File: src/rtl/lmm_pkg.sv
// Shared types and constants for the large_matrix_mult compute tile.
// The optional LMM_SATURATE_EN macro (clamp instead of wrap) is consumed by lmm_dot.
package lmm_pkg;

    localparam int LMM_WIDTH        = 8;
    localparam int LMM_MATRIX_WIDTH = 4;
    localparam int LMM_ACC_W        = 2 * LMM_WIDTH + $clog2(LMM_MATRIX_WIDTH);
    localparam int LMM_CNT_W        = $clog2(LMM_MATRIX_WIDTH);

    typedef enum logic [1:0] {
        LOAD_A  = 2'd0,
        LOAD_B  = 2'd1,
        COMPUTE = 2'd2,
        OUTPUT  = 2'd3
    } lmm_state_e;

    typedef logic [LMM_MATRIX_WIDTH*LMM_WIDTH-1:0] lmm_row_t;

    function automatic logic [LMM_WIDTH-1:0] lmm_lane(input lmm_row_t row, input int unsigned k);
        return row[k*LMM_WIDTH +: LMM_WIDTH];
    endfunction

endpackage

File: src/rtl/lmm_dot.sv
// Combinational dot product of one A row with one B column, reduced to one element.
// With LMM_SATURATE_EN defined the full-precision sum is clamped; otherwise it wraps.
import lmm_pkg::*;

module lmm_dot #(
    parameter int WIDTH        = LMM_WIDTH,
    parameter int MATRIX_WIDTH = LMM_MATRIX_WIDTH,
    parameter int ACC_W        = LMM_ACC_W
) (
    input  logic [MATRIX_WIDTH*WIDTH-1:0] a_row,
    input  logic [MATRIX_WIDTH*WIDTH-1:0] b_col,
    output logic [WIDTH-1:0]              c
);

    logic [ACC_W-1:0] acc_s;

    // Full-precision sum of lane-wise products
    always_comb begin
        acc_s = '0;
        for (int unsigned k = 0; k < MATRIX_WIDTH; k++) begin
            acc_s = acc_s + ACC_W'(lmm_lane(a_row, k)) * ACC_W'(lmm_lane(b_col, k));
        end
    end

`ifdef LMM_SATURATE_EN
    // Clamp to the largest representable element
    always_comb begin
        if (acc_s > ACC_W'({WIDTH{1'b1}})) begin
            c = '1;
        end else begin
            c = acc_s[WIDTH-1:0];
        end
    end
`else
    logic unused_acc_hi_s;
    assign unused_acc_hi_s = ^acc_s[ACC_W-1:WIDTH];

    // Wrap-around: keep only the low element bits
    always_comb begin
        c = acc_s[WIDTH-1:0];
    end
`endif

endmodule

File: src/rtl/large_matrix_mult.sv
// Streaming C = A x B tile: row-wise load of A then B, one C row per cycle, row-wise drain.
// Define LMM_SATURATE_EN to clamp C elements instead of wrapping them.
import lmm_pkg::*;

module large_matrix_mult #(
    parameter int WIDTH        = LMM_WIDTH,
    parameter int NUM_ELEMENTS = LMM_MATRIX_WIDTH,
    parameter int MATRIX_WIDTH = LMM_MATRIX_WIDTH
) (
    input  logic                          clk,
    input  logic                          reset,
    output logic [NUM_ELEMENTS*WIDTH-1:0] Res,
    input  logic [NUM_ELEMENTS*WIDTH-1:0] wdata,
    input  logic                          write_en,
    input  logic                          read_en,
    output logic                          write_ready,
    output logic                          read_ready
);

    localparam int ROW_W = NUM_ELEMENTS * WIDTH;

    lmm_state_e                         state_q, state_d;
    logic [LMM_CNT_W-1:0]               cnt_q, cnt_d;
    logic [MATRIX_WIDTH-1:0][ROW_W-1:0] a_q, a_d, b_q, b_d, c_q, c_d;

    logic [ROW_W-1:0] b_col_s [MATRIX_WIDTH];
    logic [ROW_W-1:0] c_row_s;
    logic             adv_s;
    logic             last_s;

    assign last_s = (cnt_q == LMM_CNT_W'(MATRIX_WIDTH - 1));

    // Transpose B so each dot unit sees one column as a packed row
    always_comb begin
        for (int unsigned j = 0; j < MATRIX_WIDTH; j++) begin
            b_col_s[j] = '0;
            for (int unsigned k = 0; k < MATRIX_WIDTH; k++) begin
                b_col_s[j][k*WIDTH +: WIDTH] = lmm_lane(b_q[k], j);
            end
        end
    end

    for (genvar j = 0; j < MATRIX_WIDTH; j++) begin : g_col
        lmm_dot #(
            .WIDTH       (WIDTH),
            .MATRIX_WIDTH(MATRIX_WIDTH),
            .ACC_W       (LMM_ACC_W)
        ) u_dot (
            .a_row(a_q[cnt_q]),
            .b_col(b_col_s[j]),
            .c    (c_row_s[j*WIDTH +: WIDTH])
        );
    end

    // One shared row counter serves load, compute and drain since the phases never overlap
    always_comb begin
        state_d = state_q;
        cnt_d   = cnt_q;
        a_d     = a_q;
        b_d     = b_q;
        c_d     = c_q;
        case (state_q)
            LOAD_A:  adv_s = write_en;
            LOAD_B:  adv_s = write_en;
            COMPUTE: adv_s = 1'b1;
            OUTPUT:  adv_s = read_en;
            default: adv_s = 1'b0;
        endcase

        if (adv_s) begin
            case (state_q)
                LOAD_A:  a_d[cnt_q] = wdata;
                LOAD_B:  b_d[cnt_q] = wdata;
                COMPUTE: c_d[cnt_q] = c_row_s;
                default: c_d = c_q;
            endcase
            if (last_s) begin
                cnt_d = '0;
                case (state_q)
                    LOAD_A:  state_d = LOAD_B;
                    LOAD_B:  state_d = COMPUTE;
                    COMPUTE: state_d = OUTPUT;
                    OUTPUT:  state_d = LOAD_A;
                    default: state_d = LOAD_A;
                endcase
            end else begin
                cnt_d = cnt_q + LMM_CNT_W'(1);
            end
        end else begin
            cnt_d = cnt_q;
        end
    end

    // State, counter and matrix storage
    always_ff @(posedge clk or negedge reset) begin
        if (!reset) begin
            state_q <= LOAD_A;
            cnt_q   <= '0;
            a_q     <= '0;
            b_q     <= '0;
            c_q     <= '0;
        end else begin
            state_q <= state_d;
            cnt_q   <= cnt_d;
            a_q     <= a_d;
            b_q     <= b_d;
            c_q     <= c_d;
        end
    end

    // Handshake and output row decode
    always_comb begin
        write_ready = (state_q == LOAD_A) || (state_q == LOAD_B);
        read_ready  = (state_q == OUTPUT);
        if (state_q == OUTPUT) begin
            Res = c_q[cnt_q];
        end else begin
            Res = '0;
        end
    end

endmodule

File: config.mk
export PLATFORM = sky130hd
export DESIGN_NAME = large_matrix_mult
export DESIGN_NICKNAME = d
export VERILOG_FILES = /design/src/rtl/lmm_pkg.sv /design/src/rtl/lmm_dot.sv /design/src/rtl/large_matrix_mult.sv
export SDC_FILE = /design/constraint.sdc
export NUM_CORES = 2
export LEC_CHECK = 0
export CAP_MARGIN = 10
export CORE_ASPECT_RATIO = 1.4
export CORE_MARGIN = 2
export CORE_UTILIZATION = 35
export DETAILED_ROUTE_END_ITERATION = 8
export GPL_TIMING_DRIVEN = 0
export PLACE_DENSITY = 0.6
export SYNTH_ARGS = -nofsm -noshare
export SYNTH_HDL_FRONTEND = slang
export SYNTH_SLANG_ARGS = --single-unit
File: constraint.sdc
create_clock -name clk -period 7.7 [get_ports clk]
set_input_delay 1.54 -clock clk [delete_from_list [all_inputs] [get_ports clk]]
set_output_delay 1.54 -clock clk [all_outputs]
set_load 0.01 [all_outputs]
Word-level counts from Yosys, hierarchy flattened
Index checks and enable logic that the tools add are counted.
{"block": "word_totals", "register_bits": 388, "output_inout_bits": 34}
{"block": "classes", "add_sub_neg": 13, "multipliers": 16, "magnitude_cmp": 2, "n_eq_ne": 4, "n_mux": 13, "n_reduce_logical": 8}
{"cell": "$bwmux W128", "count": 3}
{"cell": "$bmux W32 S2", "count": 2}
{"cell": "$mul A8 B8 Y8", "count": 16}
{"cell": "$mux W32", "count": 4}
{"cell": "$add A8 B8 Y8", "count": 12}
{"cell": "$demux W32 S2", "count": 1}
{"cell": "$pmux W2 S4", "count": 1}
{"cell": "$reduce_and A2 Y1", "count": 4}
{"cell": "$eq A2 B2 Y1 const B", "count": 3}
{"cell": "$lt A2 B3 Y1 const B", "count": 1}
{"cell": "$pmux W1 S3", "count": 1}
{"cell": "$add A2 B1 Y2 const B", "count": 1}
{"cell": "$eq A2 B1 Y1 const B", "count": 1}
{"cell": "$ge A2 B1 Y1 const B", "count": 1}
{"cell": "$logic_not A2 Y1", "count": 1}
{"cell": "$mux W2", "count": 1}
{"cell": "$reduce_or A2 Y1", "count": 1}
{"cell": "$logic_and A1 B1 Y1", "count": 1}
{"cell": "$logic_or A1 B1 Y1", "count": 1}

Depth between registers and ports, before layout
{"block": "depth", "word_depth": 7, "ltp_mapped": 31, "mapped_depth_nobuf": 27}

Cells and area by module
From an unflattened synthesis, not the netlist that was laid out.
{"block": "unflattened", "cells_unflattened": 2770, "hier_area_um2": 32134.6}
{"mod": "large_matrix_mult", "instances": 1, "cells_per_inst": 958, "area_each_um2": 16306.9, "seq_area_each_um2": 9709.3}
{"mod": "lmm_dot at g_col[0].u_dot", "instances": 1, "cells_per_inst": 453, "area_each_um2": 3968.8, "seq_area_each_um2": 0.0}
{"mod": "lmm_dot at g_col[2].u_dot", "instances": 1, "cells_per_inst": 453, "area_each_um2": 3963.8, "seq_area_each_um2": 0.0}
{"mod": "lmm_dot at g_col[1].u_dot", "instances": 1, "cells_per_inst": 453, "area_each_um2": 3948.8, "seq_area_each_um2": 0.0}
{"mod": "lmm_dot at g_col[3].u_dot", "instances": 1, "cells_per_inst": 453, "area_each_um2": 3946.3, "seq_area_each_um2": 0.0}

Least setup slack after synthesis
No wires, ideal clock.
{"block": "synth_path", "path_kind": "reg-to-reg", "startpoint": "register cnt_q[0]", "endpoint": "register c_q[71] (netlist bit)", "setup_time_ns": 0.128, "t_arrival_ns": 7.524, "required_ns": 7.572, "slack_ns": 0.048, "stages_incl_launch_ff": 25, "n_path_buf": 3, "synth_period_minus_slack_ns": 7.652, "path_cell_list": "dfrtp_1 buf_6 buf_6 mux4_2 clkbuf_1 and2_1 fa_1 fa_1 inv_1 fa_1 inv_1 fa_1 fa_1 fa_1 fa_1 fa_1 ha_1 a21o_1 a21oi_1 xnor2_1 xnor2_1 xnor3_1 xnor3_1 xnor2_2 o21ai_1"}
{"block": "synth_between", "elab_chain_cells": 7}
{"element": "start: declaration", "line": "large_matrix_mult.sv:23", "text": "logic [LMM_CNT_W-1:0] cnt_q, cnt_d;"}
{"element": "start signal: assignment", "line": "large_matrix_mult.sv:104", "text": "cnt_q <= cnt_d;"}
{"element": "$bmux W32 S2", "line": "large_matrix_mult.sv:49", "text": ".a_row(a_q[cnt_q]),"}
{"element": "$mux W32 (not written as such)", "line": "large_matrix_mult.sv:49"}
{"element": "$mul A8 B8 Y8", "line": "lmm_dot.sv:21", "text": "acc_s = acc_s + ACC_W'(lmm_lane(a_row, k)) * ACC_W'(lmm_lane(b_col, k));"}
{"element": "$add A8 B8 Y8 (3 in series)", "line": "lmm_dot.sv:21"}
{"element": "$bwmux W128 (*)", "line": "large_matrix_mult.sv:74", "text": "COMPUTE: c_d[cnt_q] = c_row_s;"}
{"element": "end signal: assignment", "line": "large_matrix_mult.sv:101", "text": "c_q <= '0;"}
{"element": "end signal: assignment", "line": "large_matrix_mult.sv:107", "text": "c_q <= c_d;"}
{"element": "end: declaration", "line": "large_matrix_mult.sv:24", "text": "logic [MATRIX_WIDTH-1:0][ROW_W-1:0] a_q, a_d, b_q, b_d, c_q, c_d;"}
Every way passes the cells marked *; elsewhere a longest branch is shown, timed or not. The select of a mux whose other input is x is not followed.
A chain may end at the register's enable or synchronous reset.

Worst setup path in the final report
{"block": "layout_path", "startpoint": "register cnt_q[0]", "endpoint": "register c_q[127] (netlist bit)"}
The elaborated chain is that of the path after synthesis.

==> flow_summary.toml <==
[sta]
post-route-min-period_ns = 8.07
hold_viol_final = 0
worstMarginPinSlew_ns = 0.928
max_freq_mhz = 124
maxSlewViolCount = 0
rsz0062_at_grt = "yes"
fin_ws_ns = -0.369
slew_headroom_pct = 38.1
setup_tns_ns = -4.35
clock_skew_ns = 0.0295
fin_crit_sh_pct = 105
setup_viol = 16

[global_routing]
antenna_found_initial = 4
overflow = 0
grt_usage_pct = 20.8
grt_pass1_wl_mm = 144
grt_pass1_vias = 22600
grt_max_degree = 120

[floorplan]
dieHeight_microns = 362
start_util_pct = 35.2
fp.dieW_microns = 259
core_sq_um = 90800
ios = 70
rows = 131
die-area_sq_um = 93800

[drt]
drtIter0Drc = 1286
route.detailed.drc = 0
vias = 21200
firstDrtPassIters = 5
viasPerCell = 4.95
drt_wl_total_mm = 95.5
ant_nets = 0
detail_route.wl_per_cell_microns = 22.3

[setup_path]
reg2reg_from = "cnt_q[0]"
critPathCaptureType = "flip-flop"
path_class = "reg -> reg"
crit_arrival_ns = 8.55
r2r_setup_slack_ns = -0.37
startpoint_type = "flip-flop"
critPathMaxFanout = 5
rr_endpoint = "c_q[127]"
crit_required_ns = 8.18
reg2reg_depth = 24

[clock_network]
cts_tree = "done"
clkTransAtPathRegs_ns = 0.07
cts.sinks = 388
clockBufferDepth = 3
ctsHoldBuffers = 0
htreeDepth = 2
clk_latency_ns = 0.60
root_buffer = "clkbuf_16"
cts_buffers = 41

[yosys]
synth_nets = 3418
yosysMostFrequentCell = "inv_1"
synth_area_leaders = "dfrtp_1, fa_1, mux2_2, ha_1, and2_1"
syn_area_sq_um = 32000
ys_ff_latch = 388
synthTopCellsByCount = "inv_1, dfrtp_1, mux2_2"
synth_cells = 2834
ys_types = 28
synthFlopType = "dfrtp_1"
yosysWarnings = 0
synth-edff-count = 0
synth.top_cell.area_share_pct = 30.4
avgSynthCellArea_sq_um = 11.3
synth-seq-area-share_pct = 30.4
synth_top_cell_by_area = "dfrtp_1"
asyncSetResetFlopFracSynth_pct = 100

[finish]
final_core_util_pct = 41.2
fin_nets = 3628
regArea_sq_um = 9710
drive_gt1_share_pct = 23.2
fill_cells = 8663
multiInputGateArea_sq_um = 20700
area_growth_pct = 17.1

[placed_design]
port_buffers = 69
gp_congestion = 0.902
dp_hpwl_mm = 71.0

[min_path]
hp-start = "c_q[21]"
min_to = "c_q[21]"
hold_path.class = "reg -> reg"
holdPathStages = 2

[run]
cap_violations = 0

[outcome]
violations = "setup timing"
outcome = "finished with violations"
## kinds of logic (layout without fill, tap and decap cells)
family	count (synthesis)	after routing	synth area share (%)
and+or+nand+nor	659	659	10.3
adders and majority gates	548	548	28.2
buffers and inverters	519	756	6.18
muxes	417	418	16.9
DFF	388	388	30.4
xor gates and xnor gates	251	251	7.14
AOI/OAI and AO/OA	52	52	0.888
other	0	4	0
## stage by stage
step	worst slack [ns]	std cells	hold slack (ns)	area [sq um]
floorplan	0.0476	2834	0.445	32000
global placement	-12.76	4100	0.457	34200
detailed placement	-2.88	4103	0.469	34300
CTS	-0.475	4246	0.479	37000
global route	-0.542	4269	0.501	37400
finish	-0.369	4273	0.474	37400
## worst max-delay path by stage
| stage | from | cells past startpoint | to |
|---|---|---|---|
| 6_report | cnt_q[0] | 24 | c_q[127] |
| 5_1_grt | cnt_q[0] | 26 | c_q[111] |
| 4_1_cts | cnt_q[0] | 24 | c_q[127] |
| 3_5_place_dp | cnt_q[1] | 26 | c_q[7] |
| 3_3_place_gp | reset | 1 | b_col_s[107] |
| 2_1_floorplan | cnt_q[0] | 24 | c_q[71] |
## critical path, cell delays in order, from the launching register on
cell,delay (ns)
dfrtp_2,0.56
buf_12,0.19
mux4_2,0.65
buf_12,0.19
buf_8,0.12
and2_4,0.15
fa_1,0.52
inv_2,0.04
fa_1,0.46
fa_1,0.54
fa_1,0.45
fa_1,0.50
inv_1,0.05
fa_1,0.49
fa_1,0.45
fa_1,0.56
ha_4,0.22
a21o_1,0.20
a21oi_4,0.22
xor2_2,0.20
xnor2_2,0.15
xnor2_1,0.15
xnor2_1,0.14
xnor3_2,0.39
mux2_4,0.31
## area by class of cell
| cell class | instances | share of cell area (%) |
|---|---|---|
| repair buffers | 178 | 5.06 |
| flip-flops and latches | 388 | 25.9 |
| well taps | 1197 | 4.00 |
| multi-input cells | 1928 | 55.2 |
| clock buffers | 52 | 2.98 |
| diodes | 4 | 0.0267 |
| inverters | 413 | 4.14 |
| plain buffers | 94 | 1.91 |
| clock inverters | 19 | 0.725 |
## metal layers
layer / global-route usage (%) / wire (microns)
met2: 35.6 / 47400
met5: 0 / 13
met3: 3.75 / 5150
met4: 12.1 / 6540
met1: 24.3 / 36400
## registers in the layout, indices dropped and copies added (netlist names)
register and flops:
cnt_q 2, state_q 2, b_col_s 128, c_q 128, a_q 128
## placed cells by master, fill, tap and decap left out, types with 11 or more instances in the layout
cell,n
and2_1,304
and2_4,16
buf_1,23
buf_12,27
buf_4,73
buf_6,16
clkbuf_1,37
clkbuf_16,46
clkbuf_4,11
clkdlybuf4s50_1,68
dfrtp_1,386
fa_1,282
ha_1,250
inv_1,397
inv_2,16
mux2_2,351
mux4_2,64
nand2_1,323
o21ai_0,22
xnor2_1,205
xor2_1,28
## timing repair
| item | CTS | global route |
|---|---|---|
| pin swaps | 72 | 78 |
| cloned | 1 | 1 |
| gates resized for setup | 150 | 78 |
| endpoints found under the setup margin | 80 | 16 |
| buffers inserted | 81 | 28 |
Power is not shown: default switching activity piles up to over one toggle a cycle in this logic, so the estimate is an artifact.
